**config.mk**
```make
export PLATFORM = sky130hd
export DESIGN_NAME = stepper_move_controller
export DESIGN_NICKNAME = d
export VERILOG_FILES = /design/src/rtl/stepper_move_controller.sv
export SDC_FILE = /design/constraint.sdc
export NUM_CORES = 1
export LEC_CHECK = 0
export ABC_AREA = 1
export BUFFER_PORTS_ARGS = -buffer_cell sky130_fd_sc_hd__buf_2
export CAP_MARGIN = 20
export CORE_AREA = 2 2 122 124
export CTS_BUF_LIST = sky130_fd_sc_hd__clkbuf_4
export CTS_CLUSTER_SIZE = 12
export DETAILED_ROUTE_END_ITERATION = 7
export DIE_AREA = 0 0 124 126
export GPL_TIMING_DRIVEN = 0
export SLEW_MARGIN = 10
export SYNTH_ARGS = -nofsm -noshare
export SYNTH_HDL_FRONTEND = slang
export SYNTH_SLANG_ARGS = --single-unit
```
**constraint.sdc**
```tcl
create_clock -name clk -period 2.1 [get_ports clk]
set_input_delay 0.21 -clock clk [delete_from_list [all_inputs] [get_ports clk]]
set_output_delay 0.21 -clock clk [all_outputs]
set_load 0.02 [all_outputs]
```
**src/rtl/stepper_move_controller.sv**
```systemverilog
// rtl/stepper_move_controller.sv - hardware-paced 4-phase stepper move sequencer
// Accepts a signed step count and per-step delay, steps the coils, tracks position, pulses done.
module stepper_move_controller #(
  parameter int DELAY_WIDTH = 20,
  parameter int POS_WIDTH   = 16
) (
  input  logic                   clk,
  input  logic                   reset_n,
  input  logic                   cmd_valid,
  output logic                   cmd_ready,
  input  logic [7:0]             cmd_steps,
  input  logic [DELAY_WIDTH-1:0] cmd_delay,
  input  logic                   abort,
  output logic [3:0]             stepper_signals,
  output logic                   busy,
  output logic                   done,
  output logic [7:0]             steps_remaining,
  output logic [POS_WIDTH-1:0]   position
);

  typedef enum logic [1:0] {IDLE, WAIT, STEP, DONE} state_t;

  state_t                 state;
  logic [1:0]             phase_idx;
  logic                   dir;
  logic [DELAY_WIDTH-1:0] reload;
  logic [DELAY_WIDTH-1:0] cnt;

  logic [1:0]             next_idx;
  logic [7:0]             cmd_mag;
  logic [DELAY_WIDTH-1:0] cmd_reload;

  function automatic logic [3:0] phase_of(input logic [1:0] idx);
    case (idx)
      2'd0:    phase_of = 4'b0011;
      2'd1:    phase_of = 4'b0110;
      2'd2:    phase_of = 4'b1100;
      default: phase_of = 4'b1001;
    endcase
  endfunction

  // -128 negates to 8'h80, which reads correctly as an unsigned 128.
  always_comb begin
    next_idx   = dir ? phase_idx - 2'd1 : phase_idx + 2'd1;
    cmd_mag    = cmd_steps[7] ? (~cmd_steps + 8'd1) : cmd_steps;
    cmd_reload = (cmd_delay < DELAY_WIDTH'(2)) ? '0 : cmd_delay - DELAY_WIDTH'(2);
  end

  always_ff @(posedge clk) begin
    if (!reset_n) begin
      state           <= IDLE;
      phase_idx       <= 2'd0;
      stepper_signals <= 4'b0011;
      position        <= '0;
      steps_remaining <= 8'd0;
      busy            <= 1'b0;
      done            <= 1'b0;
      cmd_ready       <= 1'b1;
      dir             <= 1'b0;
      reload          <= '0;
      cnt             <= '0;
    end else begin
      case (state)
        IDLE: begin
          if (cmd_valid) begin
            dir             <= cmd_steps[7];
            steps_remaining <= cmd_mag;
            reload          <= cmd_reload;
            cmd_ready       <= 1'b0;
            if (cmd_steps == 8'd0) begin
              state <= DONE;
              done  <= 1'b1;
            end else begin
              cnt   <= cmd_reload;
              state <= WAIT;
              busy  <= 1'b1;
            end
          end
        end
        WAIT: begin
          if (abort) begin
            state <= DONE;
            busy  <= 1'b0;
            done  <= 1'b1;
          end else if (cnt != '0) begin
            cnt <= cnt - DELAY_WIDTH'(1);
          end else begin
            state <= STEP;
          end
        end
        STEP: begin
          // Abort wins over the step: nothing moves on this edge.
          if (abort) begin
            state <= DONE;
            busy  <= 1'b0;
            done  <= 1'b1;
          end else begin
            phase_idx       <= next_idx;
            stepper_signals <= phase_of(next_idx);
            position        <= dir ? position - POS_WIDTH'(1) : position + POS_WIDTH'(1);
            steps_remaining <= steps_remaining - 8'd1;
            if (steps_remaining == 8'd1) begin
              state <= DONE;
              busy  <= 1'b0;
              done  <= 1'b1;
            end else begin
              cnt   <= reload;
              state <= WAIT;
            end
          end
        end
        DONE: begin
          state     <= IDLE;
          done      <= 1'b0;
          cmd_ready <= 1'b1;
        end
        default: state <= IDLE;
      endcase
    end
  end

endmodule

```
== Yosys cells after proc, flatten, opt, wreduce, memory -nomap -nowiden ==
Index checks and enable logic that the tools add are counted.
Word-level totals
  register bits: 76
  output and inout bits: 31
Cells by class
  add/subtract/negate cells: 8
  magnitude comparators: 1
  eq/ne operators: 16
  mux-type cells: 36
  bitwise operators: 2
  reductions and logical operators: 15
Operators with widths (number)
  two-way mux 20 bit: 7
  one-hot mux 20 bit (3 select lines): 1
  two-way mux 8 bit: 3
  < comparator 20 x 2 -> 1 bit, second input constant: 1
  nonzero test 20 bit: 1
  subtractor 20 x 1 -> 20 bit, second input constant: 1
  subtractor 20 x 2 -> 20 bit, second input constant: 1
  adder 16 x 1 -> 16 bit, second input constant: 1
  two-way mux 16 bit: 1
  != test 2 bit, second input constant: 8
  one-hot mux 8 bit (2 select lines): 1
  subtractor 16 x 1 -> 16 bit, second input constant: 1
  two-way mux 2 bit: 7
  one-hot mux 4 bit (3 select lines): 1
  two-way mux 1 bit: 11
  adder 8 x 1 -> 8 bit, second input constant: 1
  == test 8 x 1 -> 1 bit, second input constant: 1
  logical NOT 8 bit: 1
  inverter 8 bit: 1
  one-hot mux 2 bit (4 select lines): 1
  AND reduction 2 bit: 4
  subtractor 8 x 1 -> 8 bit, second input constant: 1
  AND reduction 7 bit: 1
  == test 2 bit, second input constant: 3
  other kinds (14): 18

== Longest topological paths before layout ==
Gate-level depths: netlist of run 1.
  depth after elaboration: 5
  depth in mapped cells: 12
  gate-level depth less buffers: 12

== Worst setup path after synthesis of run 1 ==
No wires, ideal clock.
  kind: register to register
  start point: reg dir
  end point: reg position[14]
  setup time: 0.109 ns
  arrival time: 1.976 ns
  slack: 0.015 ns
  stages on the path, launching flop included: 12
  path through: dfxtp_1 inv_1 fa_1 inv_1 nand3_1 nand2_1 a21boi_1 or2_2 nand3_1 nand3_1 nand2_1 inv_1
Between the ends
  longest elaborated chain between the ends: 1
Ends and longest elaborated chain
  from (decl): RTL line 25  | logic dir;
  from (signal assigned): RTL line 66  | dir <= cmd_steps[7];
  two-way mux 16 bit: RTL line 100  | position <= dir ? position - POS_WIDTH'(1) : position + POS_WIDTH'(1);
  to (signal assigned): RTL line 100
  to (decl): RTL line 18  | output logic [POS_WIDTH-1:0] position
Every way passes these cells.
A chain may end at the register's enable or synchronous reset.

== Worst setup path in the final report of run 1 ==
  start point: reg state[1]
  end point: reg cnt[17]
Between the ends
  longest elaborated chain between the ends: 3
Ends and longest elaborated chain
  from (decl): RTL line 23  | state_t state;
  from (signal assigned): RTL line 51  | state <= IDLE;
  from (signal assigned): RTL line 71  | state <= DONE;
  from (signal assigned): RTL line 75  | state <= WAIT;
  == test 2 bit (tied with other cells): RTL line 63  | case (state)
  != test 2 bit (no source line) / nonzero test 3 bit (equally long branches)
  AND reduction 7 bit (no source line)
  to (signal assigned): RTL line 74  | cnt <= cmd_reload;
  to (signal assigned): RTL line 86  | cnt <= cnt - DELAY_WIDTH'(1);
  to (signal assigned): RTL line 107  | cnt <= reload;
  to (decl): RTL line 27  | logic [DELAY_WIDTH-1:0] cnt;
Several ways; a longest one is shown, not always the timed one.

==> results.ini, run 1 <==
[run_status]
outcome = finished, final reports clean

[pwr]
combPwrFrac_pct = 61.7
p_sw_share_pct = 51.1
pwr-share-clk_pct = 11.9
p_int_w = 0.00428
vdd_drop_max_mv = 0.744
p_per_area_mw_per_mm2 = 1380
seqPwrFrac_pct = 26.4
power.leakage_nw = 3.02
power_switching_w = 0.00448

[global_routing]
overflow = 0
grt_start_max_net_pins = 18
busiest_layer = met2
grt_pass1_vias = 5344
grt_use_met3_pct = 3.76
grtUsageMet2_pct = 33.1
grt.total_usage_pct = 20.7
antenna_found_initial = 0
grt_pass1_wl_um = 25700
gr-usage-met1_pct = 28.5

[detailed_routing]
viasPerCell = 5.14
wire_per_inst_um = 13.8
drcViolationCount = 0
finalWirelength_um = 15700
first_iter_violations = 483
vias = 5865
ant_nets = 0
drt_pass1_iterations = 6

[placed_design]
gp_congestion = 0.898
placed_cells = 1121
io_buffers = 61
hpwl_um = 12200
dp_slack_ns = -0.392

[die]
placementRows = 44
core_region_area_mm2 = 0.0143
chipHeight_um = 126
die_area_mm2 = 0.0156
chipWidth_um = 124
ios = 63
start_util_pct = 38.5

[cts]
clk_pin_slew_ns = 0.13
clock_sinks = 76
root_buffer = clkbuf_4
cts_tree = done
cts_buffer_depth = 2
cts_buffers = 9
h-tree-depth = 3
clk_latency_ns = 0.47

[yosys]
avgSynthCellArea_um2 = 6.29
synth.distinct_cells = 42
syn_area_mm2 = 0.00551
ys.flop_type = dfxtp_1
synth_nets = 932
synth_seq_cells = 76
synth_edf_count = 0
yosysTopAreaCell = dfxtp_1
ys_warn_count = 0
netlist_instances = 876
async_flop_share_pct = 0
synthTopCellsByArea = dfxtp_1, nand2_1, a21oi_1, nor2_1, nand3_1
ys_seq_area_share_pct = 27.6
synth_top_area_share_pct = 27.6

[timing]
tightest_slew_ns = 0.659
fin_ws_ns = 0.117
max_freq_ghz = 0.504
max_slew_margin_pct = 56.0
rsz0062_at_grt = no
finalHoldViolations = 0
setup_viol = 0
layout_min_cycle_time_ns = 1.98
skew_ns = 0.0263
maxSlewViolCount = 0
fin_hold_ws_ns = 0.0682
post-route-period-util_pct = 94.4

[min_path]
min_path_type = in -> reg
holdCritStartpoint = cmd_steps[2]

[setup_path]
critPathArrivalTime_ns = 2.38
r2r-start = state[1]
slowest_stage = dfxtp_1
worstSetupStartpointType = flop
crit_top_cell = buf_6
critPathMaxFanout = 10
reg2reg_setup_slack_ns = 0.12
crit_required_ns = 2.50
max_stage_delay_ns = 0.43
path_buf_inv = 3
crit_path_end_kind = flop
crit_start = state[1]
cp_cell_sequence = inv_1 -> ha_1 -> nand2_1 -> o21ai_4 -> nand2_2 -> nor2_2 -> buf_6 -> buf_6 -> nand3_2 -> a21oi_2
worst-setup-path-type = reg -> reg
cp_top_family = simple AND/OR/NAND/NOR gates

[final_layout]
layout.nets = 1010
drive_gt1_share_pct = 16.4
stdcell_count = 1142
diodes = 0
syn_to_final_growth_pct = 14.8

[job]
drv_cap = 0

[per-layer routing]
| metal | vias to the layer above | share of wire (%) |
|---|---|---|
| li1 | 3054 | - |
| met1 | 2669 | 48 |
| met2 | 126 | 46 |
| met3 | 16 | 4.4 |
| met4 | 0 | 1.5 |
| met5 | - | 0 |
[flip-flops by register name, indices dropped and copies added, names as in the netlist]
| name | flops |
|---|---|
| dir | 1 |
| phase_idx | 2 |
| stepper_signals | 4 |
| steps_remaining | 8 |
| state | 2 |
| position | 16 |
| cnt | 20 |
| reload | 20 |
| done | 1 |
| cmd_ready | 1 |
| busy | 1 |
[power groups by stage]
stage               Combinational, W  Clock [W]  Sequential [W]
finish                       0.00540    0.00104         0.00232
global placement             0.00521          0         0.00235
floorplan                    0.00383          0         0.00242
global route                 0.00613    0.00114         0.00238
CTS                          0.00526    0.00108         0.00232
detailed placement           0.00523          0         0.00235
[Yosys cell counts, types with 2 or more instances]
| cell type | instances |
|---|---|
| nand2_1 | 196 |
| nor2_1 | 112 |
| a21oi_1 | 86 |
| inv_1 | 81 |
| nand3_1 | 81 |
| dfxtp_1 | 76 |
| o21ai_0 | 76 |
| ha_1 | 23 |
| clkbuf_1 | 21 |
| nand4_1 | 12 |
| xor2_1 | 12 |
| a21o_1 | 9 |
| nand3_2 | 9 |
| nor2_2 | 8 |
| or2_2 | 8 |
| a21oi_2 | 7 |
| a31oi_1 | 7 |
| inv_2 | 6 |
| o21ai_1 | 5 |
| o21bai_1 | 5 |
| nor2_4 | 4 |
| buf_2 | 3 |
| buf_4 | 3 |
| buf_6 | 3 |
| nand3b_1 | 3 |
| xnor2_1 | 3 |
| nor3_1 | 2 |
[worst register-to-register path: stages (launching register included)]
cell and delay [ns]:
dfxtp_1 0.43, inv_1 0.09, ha_1 0.39, nand2_1 0.12, o21ai_4 0.09, nand2_2 0.07
nor2_2 0.15, buf_6 0.17, buf_6 0.17, nand3_2 0.12, a21oi_2 0.12
[cell usage in the layout (no fill, tap or decap), types with 2 or more instances in the layout]
master / instances
buf_6: 3
nand3_1: 81
a21oi_2: 9
o21ai_0: 75
clkbuf_2: 3
xor2_1: 12
inv_1: 80
a31oi_1: 7
bufinv_16: 2
nand4_1: 12
nand2_1: 194
o21ai_1: 6
ha_4: 3
nand3_2: 9
nand3b_1: 3
dfxtp_2: 3
ha_1: 18
clkinv_1: 2
buf_4: 8
buf_2: 65
a21o_1: 9
or2_2: 8
clkbuf_1: 17
o21bai_1: 5
nor2_4: 4
nor2_2: 9
inv_2: 7
dfxtp_1: 72
nor2_1: 111
nor3_1: 2
clkbuf_4: 10
dlygate4sd3_1: 2
xnor2_1: 3
nand2_2: 3
ha_2: 2
a21oi_1: 84
[stage by stage]
step                cell area [um2]  setup TNS [ns]  utilization, %  power (W)
CTS                            6230               0            43.5    0.00867
global placement               6050           -2.15            42.2    0.00755
detailed placement             6050           -2.36            42.2    0.00758
global route                   6320               0            44.2    0.00965
finish                         6320               0            44.2    0.00876
floorplan                      5510               0               -    0.00625
[kinds of logic (layout without fill, tap and decap cells)]
group | after synthesis | in the layout | share of synthesized area, %
buffers and inverters | 121 | 203 | 9.17
xor gates and xnor gates | 15 | 15 | 2.38
AOI/OAI and AO/OA | 201 | 201 | 20.0
DFF | 76 | 76 | 27.6
adders and majority gates | 24 | 24 | 5.59
and+or+nand+nor | 439 | 439 | 35.2
[layout make-up]
cell class	instances	area (um2)
fillers	1609	7990
well taps	184	230
inverters	89	337
flip-flops and latches	76	1530
clock buffers	10	75.1
repair buffers	68	363
plain buffers	31	170
clock inverters	5	77.6
multi-input cells	679	3540
[worst paths after layout]
check,to,cells after the start
worst max-delay path,cnt[17],10
worst min-delay path,steps_remaining[2],4
worst max register to register,cnt[17],10
worst min register to register,stepper_signals[3],2
[timing repair]
item                       in CTS  in global routing
setup buffers                   0                  5
hold buffers                    2                  0
pin swaps                       0                  2
resized for setup               6                 18
cloned                          0                  0
setup endpoints to repair      30                 33
hold endpoints to repair        2                  0
(Power assumes the default switching activity.)
==> run 2: changes to the inputs <==
==> constraint.sdc (replaced) <==
create_clock -name clk -period 2.1 [get_ports clk]
set_input_delay 0.105 -clock clk [delete_from_list [all_inputs] [get_ports clk]]
set_output_delay 0.105 -clock clk [all_outputs]
set_load 0.02 [all_outputs]
==> run 2 against run 1 <==
  * Cell count rose by 1.1%
  * Clock skew fell by 0.00086 ns
  * Count of clock-buffer cells in the layout did not move
  * Combinational power barely moved
  * Power rose by 0.35%
  * Critical path type unchanged
==> results.ini, run 2 (synthesis gave the netlist of run 1 again) <==
[setup_path]
cp_top_family = simple AND/OR/NAND/NOR gates  ; unchanged
cp_cell_sequence = inv_1 -> ha_1 -> nand2_1 -> o21ai_4 -> nand2_2 -> nor2_2 -> buf_6 -> buf_6 -> nand3_2 -> a21oi_2  ; unchanged
critPathArrivalTime_ns = 2.38  ; about the same
worst-setup-path-type = reg -> reg  ; unchanged
crit_top_cell = buf_6  ; unchanged
critPathMaxFanout = 10  ; unchanged
crit_path_end_kind = flop  ; unchanged
crit_required_ns = 2.50  ; about the same
slowest_stage = dfxtp_1  ; unchanged
worstSetupStartpointType = flop  ; unchanged
path_buf_inv = 3  ; unchanged
max_stage_delay_ns = 0.43  ; about the same

[timing]
finalHoldViolations = 0  ; unchanged
fin_ws_ns = 0.114  ; was 0.117 ns
max_freq_ghz = 0.503  ; was 0.504 GHz
rsz0062_at_grt = no  ; unchanged
max_slew_margin_pct = 55.1  ; was 56.0%
layout_min_cycle_time_ns = 1.99  ; was 1.98 ns
setup_viol = 0  ; unchanged
skew_ns = 0.0254  ; was 0.0263 ns
tightest_slew_ns = 0.673  ; was 0.659 ns
post-route-period-util_pct = 94.6  ; was 94.4%
maxSlewViolCount = 0  ; unchanged

[final_layout]
syn_to_final_growth_pct = 17.0  ; was 14.8%
diodes = 0  ; unchanged
layout.nets = 1022  ; was 1010
regArea_mm2 = 0.00153  ; unchanged
drive_gt1_share_pct = 16.2  ; was 16.4%
final_area_mm2 = 0.00644  ; was 0.00632 mm2
top_regs = cnt: 20 flops, reload: 20 flops, position: 16 flops  ; unchanged
final_common_cell = nand2_1  ; unchanged
multi_input_area_mm2 = 0.00354  ; unchanged
nFillCells = 1600  ; was 1609
final_cell_mix = nand2_1, nor2_1, a21oi_1  ; unchanged

[global_routing]
grt_start_max_net_pins = 18  ; unchanged
overflow = 0  ; unchanged
grt.total_usage_pct = 20.9  ; was 20.7%
grt_pass1_vias = 5414  ; was 5344
antenna_found_initial = 0  ; unchanged
grt_pass1_wl_um = 25900  ; was 25700 um

[die]
chipWidth_um = 124  ; unchanged
chipHeight_um = 126  ; unchanged
ios = 63  ; unchanged
core_region_area_mm2 = 0.0143  ; unchanged
placementRows = 44  ; unchanged
die_area_mm2 = 0.0156  ; unchanged
start_util_pct = 38.5  ; unchanged

[detailed_routing]
drt_pass1_iterations = 5  ; was 6
wl_met3_um = 589  ; was 693 um
drcViolationCount = 0  ; unchanged
viasPerCell = 5.14  ; about the same
wl_met2_um = 7340  ; was 7260 um
first_iter_violations = 432  ; was 483
ant_nets = 0  ; unchanged
top_layer_used = met4  ; unchanged
m1WireLength_um = 7670  ; was 7520 um
wire_per_inst_um = 13.7  ; was 13.8 um
finalWirelength_um = 15900  ; was 15700 um
vias = 5927  ; was 5865

[placed_design]
dpl_cell_area_mm2 = 0.00605  ; unchanged
gp_congestion = 0.898  ; unchanged
dp_slack_ns = -0.392  ; unchanged
io_buffers = 61  ; unchanged
hpwl_um = 12200  ; unchanged

[run_status]
outcome = finished, final reports clean  ; unchanged

[cts]
cts_tree = done  ; unchanged
cts_buffer_depth = 2  ; unchanged
clock_sinks = 76  ; unchanged
clk_pin_slew_ns = 0.13  ; about the same
root_buffer = clkbuf_4  ; unchanged
clk_latency_ns = 0.46  ; was 0.47 ns
cts_buffers = 9  ; unchanged
h-tree-depth = 3  ; unchanged

[pwr]
power.leakage_nw = 3.06  ; was 3.02 nW
power_switching_w = 0.00449  ; was 0.00448 W
combPwrFrac_pct = 61.8  ; was 61.7%
seqPwrFrac_pct = 26.4  ; about the same
p_sw_share_pct = 51.1  ; about the same
p_int_w = 0.00430  ; was 0.00428 W
vdd_drop_max_mv = 0.751  ; was 0.744 mV
p_per_area_mw_per_mm2 = 1360  ; was 1380 mW/mm2
pwr-share-clk_pct = 11.8  ; was 11.9%

[min_path]
min_path_type = in -> reg  ; unchanged

[job]
drv_cap = 0  ; unchanged

==> run 2: path summary, 6_finish.rpt <==
kind | start | to | slack (ns) | cells after the start
max | state[1] | cnt[17] | 0.11 | 10
min | cmd_delay[5] | reload[5] | 0.03 | 4
max reg2reg | state[1] | cnt[17] | 0.11 | 10
min reg2reg | stepper_signals[3] | stepper_signals[3] | 0.47 | 2
==> run 2: power groups by stage <==
stage                     Sequential [W]  Combinational, W  Clock, W
after floorplan                  0.00242           0.00383         0
after global placement           0.00235           0.00521         0
after detailed placement         0.00235           0.00523         0
after CTS                        0.00232           0.00528   0.00108
after global routing             0.00238           0.00615   0.00114
final                            0.00232           0.00543   0.00104
==> run 2: timing repair <==
item,CTS,global route
endpoints found under the hold margin,12,0
setup endpoints to repair,30,33
pin swaps,0,2
hold buffers,14,0
buffers inserted,0,5
gates resized for setup,6,18
==> run 2: metal layers <==
layer | global-route usage (%) | up-vias
met5 | 0 | -
met4 | 6.15 | 0
met3 | 3.85 | 18
met2 | 33.3 | 114
met1 | 28.6 | 2706
li1 | - | 3089
==> run 2: area by class of cell <==
class                      instances  area share [%]
clock inverter                     5            1.20
timing repair buffer              80            7.49
multi-input combinational        679            55.0
inverter                          89            5.22
sequential                        76            23.7
clock buffer                      10            1.16
tap                              184            3.57
buffer                            31            2.64
==> run 2: worst min-delay path, stage by stage <==
cell and delay (ns):
buf_2 0.11, nand2_1 0.05, nand3_1 0.11, a21oi_1 0.08
==> run 2: stage by stage <==
step	instances	hold slack [ns]	power (W)	util (%)	setup TNS, ns
finish	1154	0.0269	0.00879	45.0	0
global route	1154	0.0153	0.00967	45.0	0
CTS	1150	0.000429	0.00869	44.4	0
detailed placement	1121	0.413	0.00758	42.2	-2.36
global placement	1121	0.409	0.00755	42.2	-2.15
floorplan	876	0.266	0.00625	-	0
==> run 3: changes to the inputs <==
Settings changed: CORE_AREA 2 2 122 124 to 2 2 117 130, DIE_AREA 0 0 124 126 to 0 0 119 132.
==> run 3 against run 2 <==
  * Die area up 0.54%
  * Final area is 1.2% lower
  * Non-clock buffer count shrank 4
  * Sequential cell count unchanged
  * Wire length is 0.88% higher
  * Worst hold slack worse by 0.0038 ns
  * Worst setup slack gained 0.0079 ns
  * First-iteration DRC count fell by 21%
  * Highest routed layer unchanged
  * Cell count is 0.43% higher
  * Largest power group unchanged
  * Clock skew barely moved
  * Critical path depth stayed put
  * Sequential share of layout area rose by 0.28 points
==> results.ini, run 3 (synthesis gave the netlist of run 1 again) <==
[run_status]
outcome = finished, final reports clean  ; unchanged

[timing]
max_slew_margin_pct = 54.1  ; was 55.1%
setup_viol = 0  ; unchanged
layout_min_cycle_time_ns = 1.98  ; was 1.99 ns
finalHoldViolations = 0  ; unchanged
tightest_slew_ns = 0.689  ; was 0.673 ns
fin_hold_ws_ns = 0.0231  ; was 0.0269 ns
max_freq_ghz = 0.506  ; was 0.503 GHz
maxSlewViolCount = 0  ; unchanged
skew_ns = 0.0251  ; was 0.0254 ns
post-route-period-util_pct = 94.2  ; was 94.6%
rsz0062_at_grt = yes  ; was no

[final_layout]
post-route-util_pct = 44.4  ; was 45.0%
final_common_cell = nand2_1  ; unchanged
final_cell_mix = nand2_1, nor2_1, a21oi_1  ; unchanged
drive_gt1_share_pct = 15.6  ; was 16.2%
top_regs = cnt: 20 flops, reload: 20 flops, position: 16 flops  ; unchanged
diodes = 0  ; unchanged
nFillCells = 1550  ; was 1600
layout.nets = 1018  ; was 1022
syn_to_final_growth_pct = 15.6  ; was 17.0%

[global_routing]
grt_pass1_vias = 5722  ; was 5414
grt_start_max_net_pins = 18  ; unchanged
grt.total_usage_pct = 21.0  ; was 20.9%
antenna_found_initial = 0  ; unchanged
busiest_layer = met2  ; unchanged
grt_pass1_wl_um = 27000  ; was 25900 um
overflow = 0  ; unchanged
grtUsageMet2_pct = 35.3  ; was 33.3%
grt_use_met3_pct = 3.07  ; was 3.85%
gr-usage-met1_pct = 27.7  ; was 28.6%

[job]
drv_cap = 0  ; unchanged

[pwr]
power.leakage_nw = 3.04  ; was 3.06 nW
vdd_drop_max_mv = 1.01  ; was 0.751 mV
p_per_area_mw_per_mm2 = 1350  ; was 1360 mW/mm2

[setup_path]
critPathArrivalTime_ns = 2.36  ; was 2.38 ns
max_stage_delay_ns = 0.40  ; was 0.43 ns
cp_top_family = simple AND/OR/NAND/NOR gates  ; unchanged
critPathMaxFanout = 10  ; unchanged
crit_required_ns = 2.48  ; was 2.50 ns
worstSetupStartpointType = flop  ; unchanged
crit_path_end_kind = flop  ; unchanged
r2r-start = state[0]  ; was state[1]
endpoint = cnt[18]  ; was cnt[17]
reg2reg_setup_slack_ns = 0.12  ; was 0.11 ns
worstRegToRegCells = 10  ; unchanged
path_buf_inv = 3  ; unchanged
cp_cell_sequence = inv_1 -> ha_2 -> nand2_1 -> o21ai_4 -> nand2_2 -> nor2_2 -> buf_6 -> buf_6 -> nand3_2 -> a21oi_2  ; was inv_1 -> ha_1 -> nand2_1 -> o21ai_4 -> nand2_2 -> nor2_2 -> buf_6 -> buf_6 -> nand3_2 -> a21oi_2
slowest_stage = ha_2  ; was dfxtp_1
cp.depth = 10  ; unchanged
crit_start = state[0]  ; was state[1]
crit_top_cell = buf_6  ; unchanged
r2r-end = cnt[18]  ; was cnt[17]
worst-setup-path-type = reg -> reg  ; unchanged

[placed_design]
gp_congestion = 0.924  ; was 0.898
io_buffers = 61  ; unchanged
hpwl_um = 12300  ; was 12200 um

[cts]
clock_sinks = 76  ; unchanged
cts_buffers = 9  ; unchanged
root_buffer = clkbuf_4  ; unchanged
clk_latency_ns = 0.46  ; about the same
clk_pin_slew_ns = 0.14  ; was 0.13 ns
cts_tree = done  ; unchanged
cts_buffer_depth = 2  ; unchanged
h-tree-depth = 3  ; unchanged

[detailed_routing]
first_iter_violations = 340  ; was 432
vias = 5942  ; was 5927
finalWirelength_um = 16000  ; was 15900 um
drt_pass1_iterations = 7  ; was 5
ant_nets = 0  ; unchanged
viasPerCell = 5.13  ; was 5.14
drcViolationCount = 0  ; unchanged
wire_per_inst_um = 13.8  ; was 13.7 um

[die]
placementRows = 46  ; was 44
die_area_mm2 = 0.0157  ; was 0.0156 mm2
core_region_area_mm2 = 0.0143  ; about the same
chipWidth_um = 119  ; was 124 um
chipHeight_um = 132  ; was 126 um
ios = 63  ; unchanged
start_util_pct = 38.4  ; was 38.5%

[min_path]
min_path_type = in -> reg  ; unchanged

-- run 3: layout make-up --
cell class	count	area, um2	area share (%)
Buffer	31	174	2.73
Multi-Input combinational cell	679	3510	55.0
Clock inverter	7	67.6	1.06
Timing Repair Buffer	76	448	7.03
Clock buffer	9	67.6	1.06
Tap cell	192	240	3.77
Inverter	89	337	5.28
Sequential cell	76	1530	24.0
-- run 3: where the power goes --
part           leakage (nW)  switching, W  internal, W
Combinational          2.34       0.00350      0.00187
Sequential            0.627      0.000418      0.00191
Clock                0.0710      0.000567     0.000357
-- run 3: per-stage QoR --
stage	total power [W]	cells	setup slack, ns	TNS (ns)	cell area, um2
2_1_floorplan	0.00625	876	0.0153	0	5510
3_3_place_gp	0.00757	1129	-0.457	-2.50	6060
3_5_place_dp	0.00759	1129	-0.434	-2.53	6060
4_1_cts	0.00859	1158	0.0103	0	6330
5_1_grt	0.00953	1159	-0.0116	-0.0148	6370
6_report	0.00863	1159	0.122	0	6370
-- run 3: repair_timing --
action	4_1_cts	5_1_grt
endpoints found under the hold margin	10	0
pin swaps	1	1
gates resized for setup	5	15
hold buffers	12	0
setup endpoints to repair	31	34
cloned	0	0
buffers inserted	1	2
-- run 3: layer usage --
metal  part of all wire [%]  wire, um
met5                      0         0
met4                    2.2       354
met3                    3.1       491
met2                     47      7540
met1                     48      7610
-- run 3: worst min-delay path, stage by stage --
cell and delay (ns):
buf_2 0.11, nand2_1 0.05, nand3_1 0.11, a21oi_1 0.07
-- run 3: worst min path at each step --
stage / start / to / slack (ns) / cells after the start
2_1_floorplan: cmd_steps[0] / steps_remaining[0] / 0.27 / 2
3_3_place_gp: cmd_delay[0] / reload[0] / 0.41 / 3
3_5_place_dp: cmd_delay[0] / reload[0] / 0.41 / 3
4_1_cts: cmd_steps[7] / steps_remaining[5] / 0.0002 / 4
5_1_grt: cmd_delay[5] / reload[5] / 0.03 / 4
6_report: cmd_delay[6] / reload[6] / 0.02 / 4
